<file path="config.mk">
export PLATFORM = sky130hd
export DESIGN_NAME = reg_bank_14x16
export DESIGN_NICKNAME = d
export VERILOG_FILES = /design/src/rtl/reg_bank_14x16_pkg.sv /design/src/rtl/reg_bank_clr_fsm.sv /design/src/rtl/reg_bank_14x16.sv
export SDC_FILE = /design/constraint.sdc
export NUM_CORES = 1
export LEC_CHECK = 0
export CAP_MARGIN = 30
export CORE_ASPECT_RATIO = 0.7
export CORE_UTILIZATION = 32
export CTS_BUF_LIST = sky130_fd_sc_hd__clkbuf_4
export DETAILED_ROUTE_END_ITERATION = 8
export GPL_TIMING_DRIVEN = 0
export PLACE_DENSITY_LB_ADDON = 0.3
export SYNTH_ARGS = -nofsm -noshare
export SYNTH_HDL_FRONTEND = slang
export SYNTH_SLANG_ARGS = --single-unit
</file>
<file path="constraint.sdc">
create_clock -name clk -period 3.06 [get_ports clk]
set_input_delay 0.306 -clock clk [delete_from_list [all_inputs] [get_ports clk]]
set_output_delay 0.306 -clock clk [all_outputs]
set_load 0.02 [all_outputs]
</file>
<file path="src/rtl/reg_bank_14x16_pkg.sv">
// bank_pkg: shared constants and the clear-FSM state type for reg_bank_14x16.
//   NUM_REGS : number of data registers in the bank
//   SEL_W    : width of every register index (write select, read selects)
//   MAX_IDX  : highest legal register index
package bank_pkg;

  localparam int NUM_REGS = 14;
  localparam int SEL_W    = 4;
  localparam int MAX_IDX  = 13;

  typedef enum logic [1:0] {
    IDLE  = 2'd0,
    CLEAR = 2'd1,
    DONE  = 2'd2
  } clr_state_t;

  // Indices 14 and 15 fit in SEL_W bits but name no register.
  function automatic logic sel_valid(input logic [SEL_W-1:0] sel);
    return sel <= SEL_W'(MAX_IDX);
  endfunction

endpackage

</file>
<file path="src/rtl/reg_bank_clr_fsm.sv">
// reg_bank_clr_fsm: sequential bulk-clear engine for reg_bank_14x16.
// Walks clr_idx over 0..MAX_IDX, one register per cycle, then pulses clr_done.
//
//   state | meaning
//   IDLE  | waiting; clr_req sampled here only
//   CLEAR | register clr_idx is overwritten this cycle
//   DONE  | sequence finished; clr_done high for this one cycle
//
// Ports:
//   clk, rst_n : clock and asynchronous active-low reset
//   clr_req    : bulk-clear request
//   busy       : high in CLEAR and DONE
//   clr_done   : one-cycle completion pulse
//   clr_we     : clear write strobe for register clr_idx
//   clr_idx    : register currently being cleared
module reg_bank_clr_fsm
  import bank_pkg::*;
(
  input  logic             clk,
  input  logic             rst_n,
  input  logic             clr_req,
  output logic             busy,
  output logic             clr_done,
  output logic             clr_we,
  output logic [SEL_W-1:0] clr_idx
);

  clr_state_t       state, state_nxt;
  logic [SEL_W-1:0] idx_nxt;

  always_ff @(posedge clk or negedge rst_n) begin
    if (!rst_n) begin
      state   <= IDLE;
      clr_idx <= '0;
    end else begin
      state   <= state_nxt;
      clr_idx <= idx_nxt;
    end
  end

  always_comb begin
    state_nxt = state;
    idx_nxt   = clr_idx;
    case (state)
      IDLE: begin
        if (clr_req) begin
          state_nxt = CLEAR;
          idx_nxt   = '0;
        end
      end
      CLEAR: begin
        if (clr_idx == SEL_W'(MAX_IDX)) begin
          state_nxt = DONE;
          idx_nxt   = '0;
        end else begin
          idx_nxt = clr_idx + 1'b1;
        end
      end
      DONE: begin
        // clr_req is deliberately ignored here; a held request restarts from IDLE.
        state_nxt = IDLE;
      end
      default: begin
        state_nxt = IDLE;
        idx_nxt   = '0;
      end
    endcase
  end

  assign busy     = (state != IDLE);
  assign clr_done = (state == DONE);
  assign clr_we   = (state == CLEAR);

endmodule

</file>
<file path="src/rtl/reg_bank_14x16.sv">
// reg_bank_14x16: 14 x DATA_W register bank fed by a 14-output write demux.
// Stores in[wr_sel] into reg[wr_sel], offers two registered read ports with
// write-first bypass, a sequential bulk clear and a sticky write-error flag.
//
// Optional feature macro: REG_BANK_PARITY_EN (even parity per register,
// checked on read). Without it rd_par_err_a/b are constant 0.
//
// Ports:
//   clk, rst_n            : clock and asynchronous active-low reset
//   wr_en, wr_sel         : write request and destination index
//   in0..in13             : demux outputs, one per register
//   rd_sel_a/b            : read indices (14/15 read as 0)
//   rd_data_a/b           : registered read data, 1-cycle latency
//   clr_req, busy         : bulk-clear request / clear in progress
//   clr_done              : one-cycle clear completion pulse
//   wr_err, err_clr       : sticky illegal-write flag and its clear
//   rd_par_err_a/b        : registered parity error per read port
module reg_bank_14x16
  import bank_pkg::*;
#(
  parameter int                DATA_W    = 16,
  parameter logic [DATA_W-1:0] RESET_VAL = '0
) (
  input  logic              clk,
  input  logic              rst_n,
  input  logic              wr_en,
  input  logic [SEL_W-1:0]  wr_sel,
  input  logic [DATA_W-1:0] in0,
  input  logic [DATA_W-1:0] in1,
  input  logic [DATA_W-1:0] in2,
  input  logic [DATA_W-1:0] in3,
  input  logic [DATA_W-1:0] in4,
  input  logic [DATA_W-1:0] in5,
  input  logic [DATA_W-1:0] in6,
  input  logic [DATA_W-1:0] in7,
  input  logic [DATA_W-1:0] in8,
  input  logic [DATA_W-1:0] in9,
  input  logic [DATA_W-1:0] in10,
  input  logic [DATA_W-1:0] in11,
  input  logic [DATA_W-1:0] in12,
  input  logic [DATA_W-1:0] in13,
  input  logic [SEL_W-1:0]  rd_sel_a,
  input  logic [SEL_W-1:0]  rd_sel_b,
  output logic [DATA_W-1:0] rd_data_a,
  output logic [DATA_W-1:0] rd_data_b,
  input  logic              clr_req,
  output logic              busy,
  output logic              clr_done,
  output logic              wr_err,
  input  logic              err_clr,
  output logic              rd_par_err_a,
  output logic              rd_par_err_b
);

  logic [DATA_W-1:0] in_arr [NUM_REGS];
  logic [DATA_W-1:0] regs   [NUM_REGS];
  logic              clr_we;
  logic [SEL_W-1:0]  clr_idx;
  logic              wr_ok, wr_bad;
  logic              byp_a, byp_b;
  logic [DATA_W-1:0] rd_nxt_a, rd_nxt_b;

  assign in_arr[0]  = in0;
  assign in_arr[1]  = in1;
  assign in_arr[2]  = in2;
  assign in_arr[3]  = in3;
  assign in_arr[4]  = in4;
  assign in_arr[5]  = in5;
  assign in_arr[6]  = in6;
  assign in_arr[7]  = in7;
  assign in_arr[8]  = in8;
  assign in_arr[9]  = in9;
  assign in_arr[10] = in10;
  assign in_arr[11] = in11;
  assign in_arr[12] = in12;
  assign in_arr[13] = in13;

  reg_bank_clr_fsm u_clr_fsm (
    .clk      (clk),
    .rst_n    (rst_n),
    .clr_req  (clr_req),
    .busy     (busy),
    .clr_done (clr_done),
    .clr_we   (clr_we),
    .clr_idx  (clr_idx)
  );

  // busy blocks writes, so clear and write never target storage in the same cycle.
  assign wr_ok  = wr_en && !busy && sel_valid(wr_sel);
  assign wr_bad = wr_en && !wr_ok;

  always_ff @(posedge clk or negedge rst_n) begin
    if (!rst_n) begin
      for (int i = 0; i < NUM_REGS; i++) regs[i] <= RESET_VAL;
    end else begin
      if (clr_we) regs[clr_idx] <= RESET_VAL;
      if (wr_ok)  regs[wr_sel]  <= in_arr[wr_sel];
    end
  end

  // Set wins over clear when both happen in one cycle.
  always_ff @(posedge clk or negedge rst_n) begin
    if (!rst_n)       wr_err <= 1'b0;
    else if (wr_bad)  wr_err <= 1'b1;
    else if (err_clr) wr_err <= 1'b0;
  end

  // Bypass only covers accepted demux writes; clear writes are not forwarded.
  assign byp_a = wr_ok && (wr_sel == rd_sel_a);
  assign byp_b = wr_ok && (wr_sel == rd_sel_b);

  always_comb begin
    rd_nxt_a = '0;
    rd_nxt_b = '0;
    if (sel_valid(rd_sel_a)) rd_nxt_a = byp_a ? in_arr[wr_sel] : regs[rd_sel_a];
    if (sel_valid(rd_sel_b)) rd_nxt_b = byp_b ? in_arr[wr_sel] : regs[rd_sel_b];
  end

  always_ff @(posedge clk or negedge rst_n) begin
    if (!rst_n) begin
      rd_data_a <= '0;
      rd_data_b <= '0;
    end else begin
      rd_data_a <= rd_nxt_a;
      rd_data_b <= rd_nxt_b;
    end
  end

`ifdef REG_BANK_PARITY_EN
  // Even parity: par[i] makes the XOR of {regs[i], par[i]} zero.
  logic par [NUM_REGS];
  logic perr_nxt_a, perr_nxt_b;

  always_ff @(posedge clk or negedge rst_n) begin
    if (!rst_n) begin
      for (int i = 0; i < NUM_REGS; i++) par[i] <= ^RESET_VAL;
    end else begin
      if (clr_we) par[clr_idx] <= ^RESET_VAL;
      if (wr_ok)  par[wr_sel]  <= ^in_arr[wr_sel];
    end
  end

  // A bypassed read carries fresh data whose parity is correct by construction.
  always_comb begin
    perr_nxt_a = 1'b0;
    perr_nxt_b = 1'b0;
    if (sel_valid(rd_sel_a) && !byp_a) perr_nxt_a = ^{regs[rd_sel_a], par[rd_sel_a]};
    if (sel_valid(rd_sel_b) && !byp_b) perr_nxt_b = ^{regs[rd_sel_b], par[rd_sel_b]};
  end

  always_ff @(posedge clk or negedge rst_n) begin
    if (!rst_n) begin
      rd_par_err_a <= 1'b0;
      rd_par_err_b <= 1'b0;
    end else begin
      rd_par_err_a <= perr_nxt_a;
      rd_par_err_b <= perr_nxt_b;
    end
  end
`else
  assign rd_par_err_a = 1'b0;
  assign rd_par_err_b = 1'b0;
`endif

endmodule

</file>
==> flow_summary.yaml <==
clocking:
  cts-root-buf: "clkbuf_4"
  cts_tree: "built"
  worstSkewPairLatency_ns: 0.78
  cts_sinks: 263
  ctsResizeCount: 0
  clock_path_buffers: 3
  cts_buffers: 68
  cts_max_level: 3
  clk_pin_slew_ns: 0.07
place:
  dp_cells: 2417
  hpwl_um: 47100
  port_buffers: 272
  place_area_um2: 19400
  place_congestion: 0.943
  place_ws_ns: -0.260
final_layout:
  final_cells: 2527
  syn2layout_area_growth_pct: 28.5
  drive_gt1_frac: 0.192
  fin_nets: 2074
  seq_area_um2: 6580
  multi_input_area_um2: 8450
  stdcell_area_um2: 20300
  fillers: 4658
timing:
  slew_viol_final: 0
  slew_headroom: 0.285
  setup_ws_ns: 0.0516
  fin_skew_ns: 0.0472
  period_needed_ns: 3.01
  min_period_over_period: 0.983
  hold_ws_ns: 0.0819
  fmax_mhz: 332
  finalHoldViolCount: 0
  grt_setup_unrepaired: "false"
  setup_viol: 0
  tightest_slew_ns: 1.06
worst_setup_path:
  path_class: "flip-flop to flip-flop"
  crit_path_max_fanout: 10
  cp_data_arrival_time_ns: 3.58
  endpoint_kind: "flip-flop"
  cp.required_ns: 3.63
  critical_path.startpoint_type: "flip-flop"
detailed_routing:
  drc: 0
  wirelength_um: 59300
  viasPerCell: 5.67
  num_vias: 14300
  drtIter0Drc: 1571
  wl_per_cell_um: 23.5
  detail-route-antenna-nets: 0
  dr.pass1.iters: 7
grt:
  grt_usage: 0.237
  grt_max_degree: 113
  grt_pass1_vias: 14100
  grt_pass1_wl_um: 89600
  grt_overflow: 0
  antenna_found_initial: 0
floorplanning:
  coreArea_um2: 48300
  dieArea_um2: 50300
  die_x_um: 268
  pin_count: 278
  initial_core_util: 0.327
  row_count: 67
  die_h_um: 188
synth:
  netlist_area_um2: 15800
  syn_avg_cell_area_um2: 10.6
  synthDistinctLibCells: 53
  synthFlopType: "dfrtp_1"
  synth_seq_cells: 263
  syn_inst: 1487
  synthArstFlopShare: 1.00
  synth_area_leader_cell: "dfrtp_1"
  yosys-top-cells-area: "dfrtp_1 (42%), mux2i_1 (12%), mux4_2 (9.1%)"
  ys_warn_count: 0
  synth_edf_count: 0
  synth_top_area_frac: 0.417
  yosysSeqAreaShare: 0.417
run_status:
  status: "complete, no violations"
min_path:
  hold_class: "primary input to asynchronous set/reset pin"
run:
  max_cap_viol_count: 0
power_and_ir_drop:
  p_leak_uw: 0.00862
  powerDensity_nw_per_um2: 552
  total_power_uw: 11200
  irDropWorstVdd_v: 0.000225
[worst max-delay path, stage by stage, from the launching register on]
cell      delay [ns]
dfrtp_1         0.36
clkbuf_1        0.20
nor4bb_1        0.93
nand3_1         0.65
clkbuf_1        0.42
nand3_1         0.16
o21ai_0         0.10
[final timing paths]
path / from / cells past startpoint / end / slack, ns
worst min-delay path: rst_n / 2 / regs[64] / 0.08
worst max-delay path: u_clr_fsm.clr_idx[1] / 6 / regs[11] / 0.05
worst min register to register: regs[79] / 2 / regs[79] / 0.52
min in group clk: err_clr / 2 / wr_err / 0.16
worst max register to register: u_clr_fsm.clr_idx[1] / 6 / regs[11] / 0.05
max in group asynchronous: rst_n / 3 / regs[25] / 2.01
[cells by family (layout without fill, tap and decap cells)]
logic type / after synthesis / after routing / synth area share
muxes: 352 / 352 / 0.281
DFF: 263 / 263 / 0.417
buffers and inverters: 163 / 546 / 0.0488
AOI/OAI and AO/OA: 299 / 299 / 0.116
other: 1 / 3 / 0.000237
xor gates and xnor gates: 8 / 8 / 0.00443
and+or+nand+nor: 401 / 401 / 0.133
[cell usage in the layout, fill, tap and decap left out, types with 16 or more instances in the layout]
cell,Yosys,layout
nand3_1,181,181
o22ai_1,49,49
nand2_1,65,65
clkbuf_1,83,83
dfrtp_1,263,263
clkdlybuf4s50_1,0,271
mux2_2,92,92
a222oi_1,30,30
buf_2,54,54
mux2i_1,196,196
a211o_1,30,30
nor2_1,85,85
mux4_2,64,64
clkbuf_4,0,96
o21ai_0,178,178
nor4_2,16,16
[synthesized netlist by cell type, types with 3 or more instances]
cell and n:
dfrtp_1 263, mux2i_1 196, nand3_1 181, o21ai_0 178
mux2_2 92, nor2_1 85, clkbuf_1 83, nand2_1 65
mux4_2 64, buf_2 54, o22ai_1 49, a211o_1 30
a222oi_1 30, nor4_2 16, nor2b_1 11, buf_4 9
nand4b_1 7, buf_1 6, xor2_1 6, inv_1 5
a21oi_1 4, buf_6 4, nand2b_1 4, nand3b_1 4
nor3b_1 3, or2_2 3, or3b_2 3, or4b_1 3
[metal layers]
metal | up-vias | wire length [um] | global-route usage | part of all wire
met5 | - | 0 | 0 | 0
met4 | 0 | 1170 | 0.0591 | 0.020
met3 | 91 | 4800 | 0.0425 | 0.081
met2 | 676 | 25600 | 0.340 | 0.43
met1 | 7238 | 27700 | 0.364 | 0.47
li1 | 6318 | - | - | -
[cell type report]
cell class | instances | area share
Antenna cell | 1 | 0.000123
Buffer | 158 | 0.0370
Clock buffer | 96 | 0.0355
Clock inverter | 12 | 0.00771
Inverter | 5 | 0.000925
Multi-Input combinational cell | 1062 | 0.416
Sequential cell | 263 | 0.324
Tap cell | 655 | 0.0404
Timing Repair Buffer | 275 | 0.138
[flip-flops by register name, summed over array words and instances, names as in the netlist]
register,cells
rd_data_a,16
rd_data_b,16
regs,224
u_clr_fsm.clr_idx,4
u_clr_fsm.state,2
wr_err,1
[per-stage QoR]
| stage | util | TNS (ns) |
|---|---|---|
| final | 0.420 | 0 |
| after global routing | 0.420 | 0 |
| after CTS | 0.420 | 0 |
| after detailed placement | 0.402 | -15.90 |
| after global placement | 0.401 | -2524.51 |
| after floorplan | - | 0 |
[repair_timing]
action,in CTS,in global routing
buffers inserted,0,0
hold endpoints to repair,239,0
hold buffers,1,0
[report_power, final]
part / internal (uW) / switching (uW)
Sequential: 4120 / 471
Combinational: 1510 / 1800
Clock: 1770 / 1540
Total: 7390 / 3810
No activity file was read; power rests on OpenSTA's default activity.
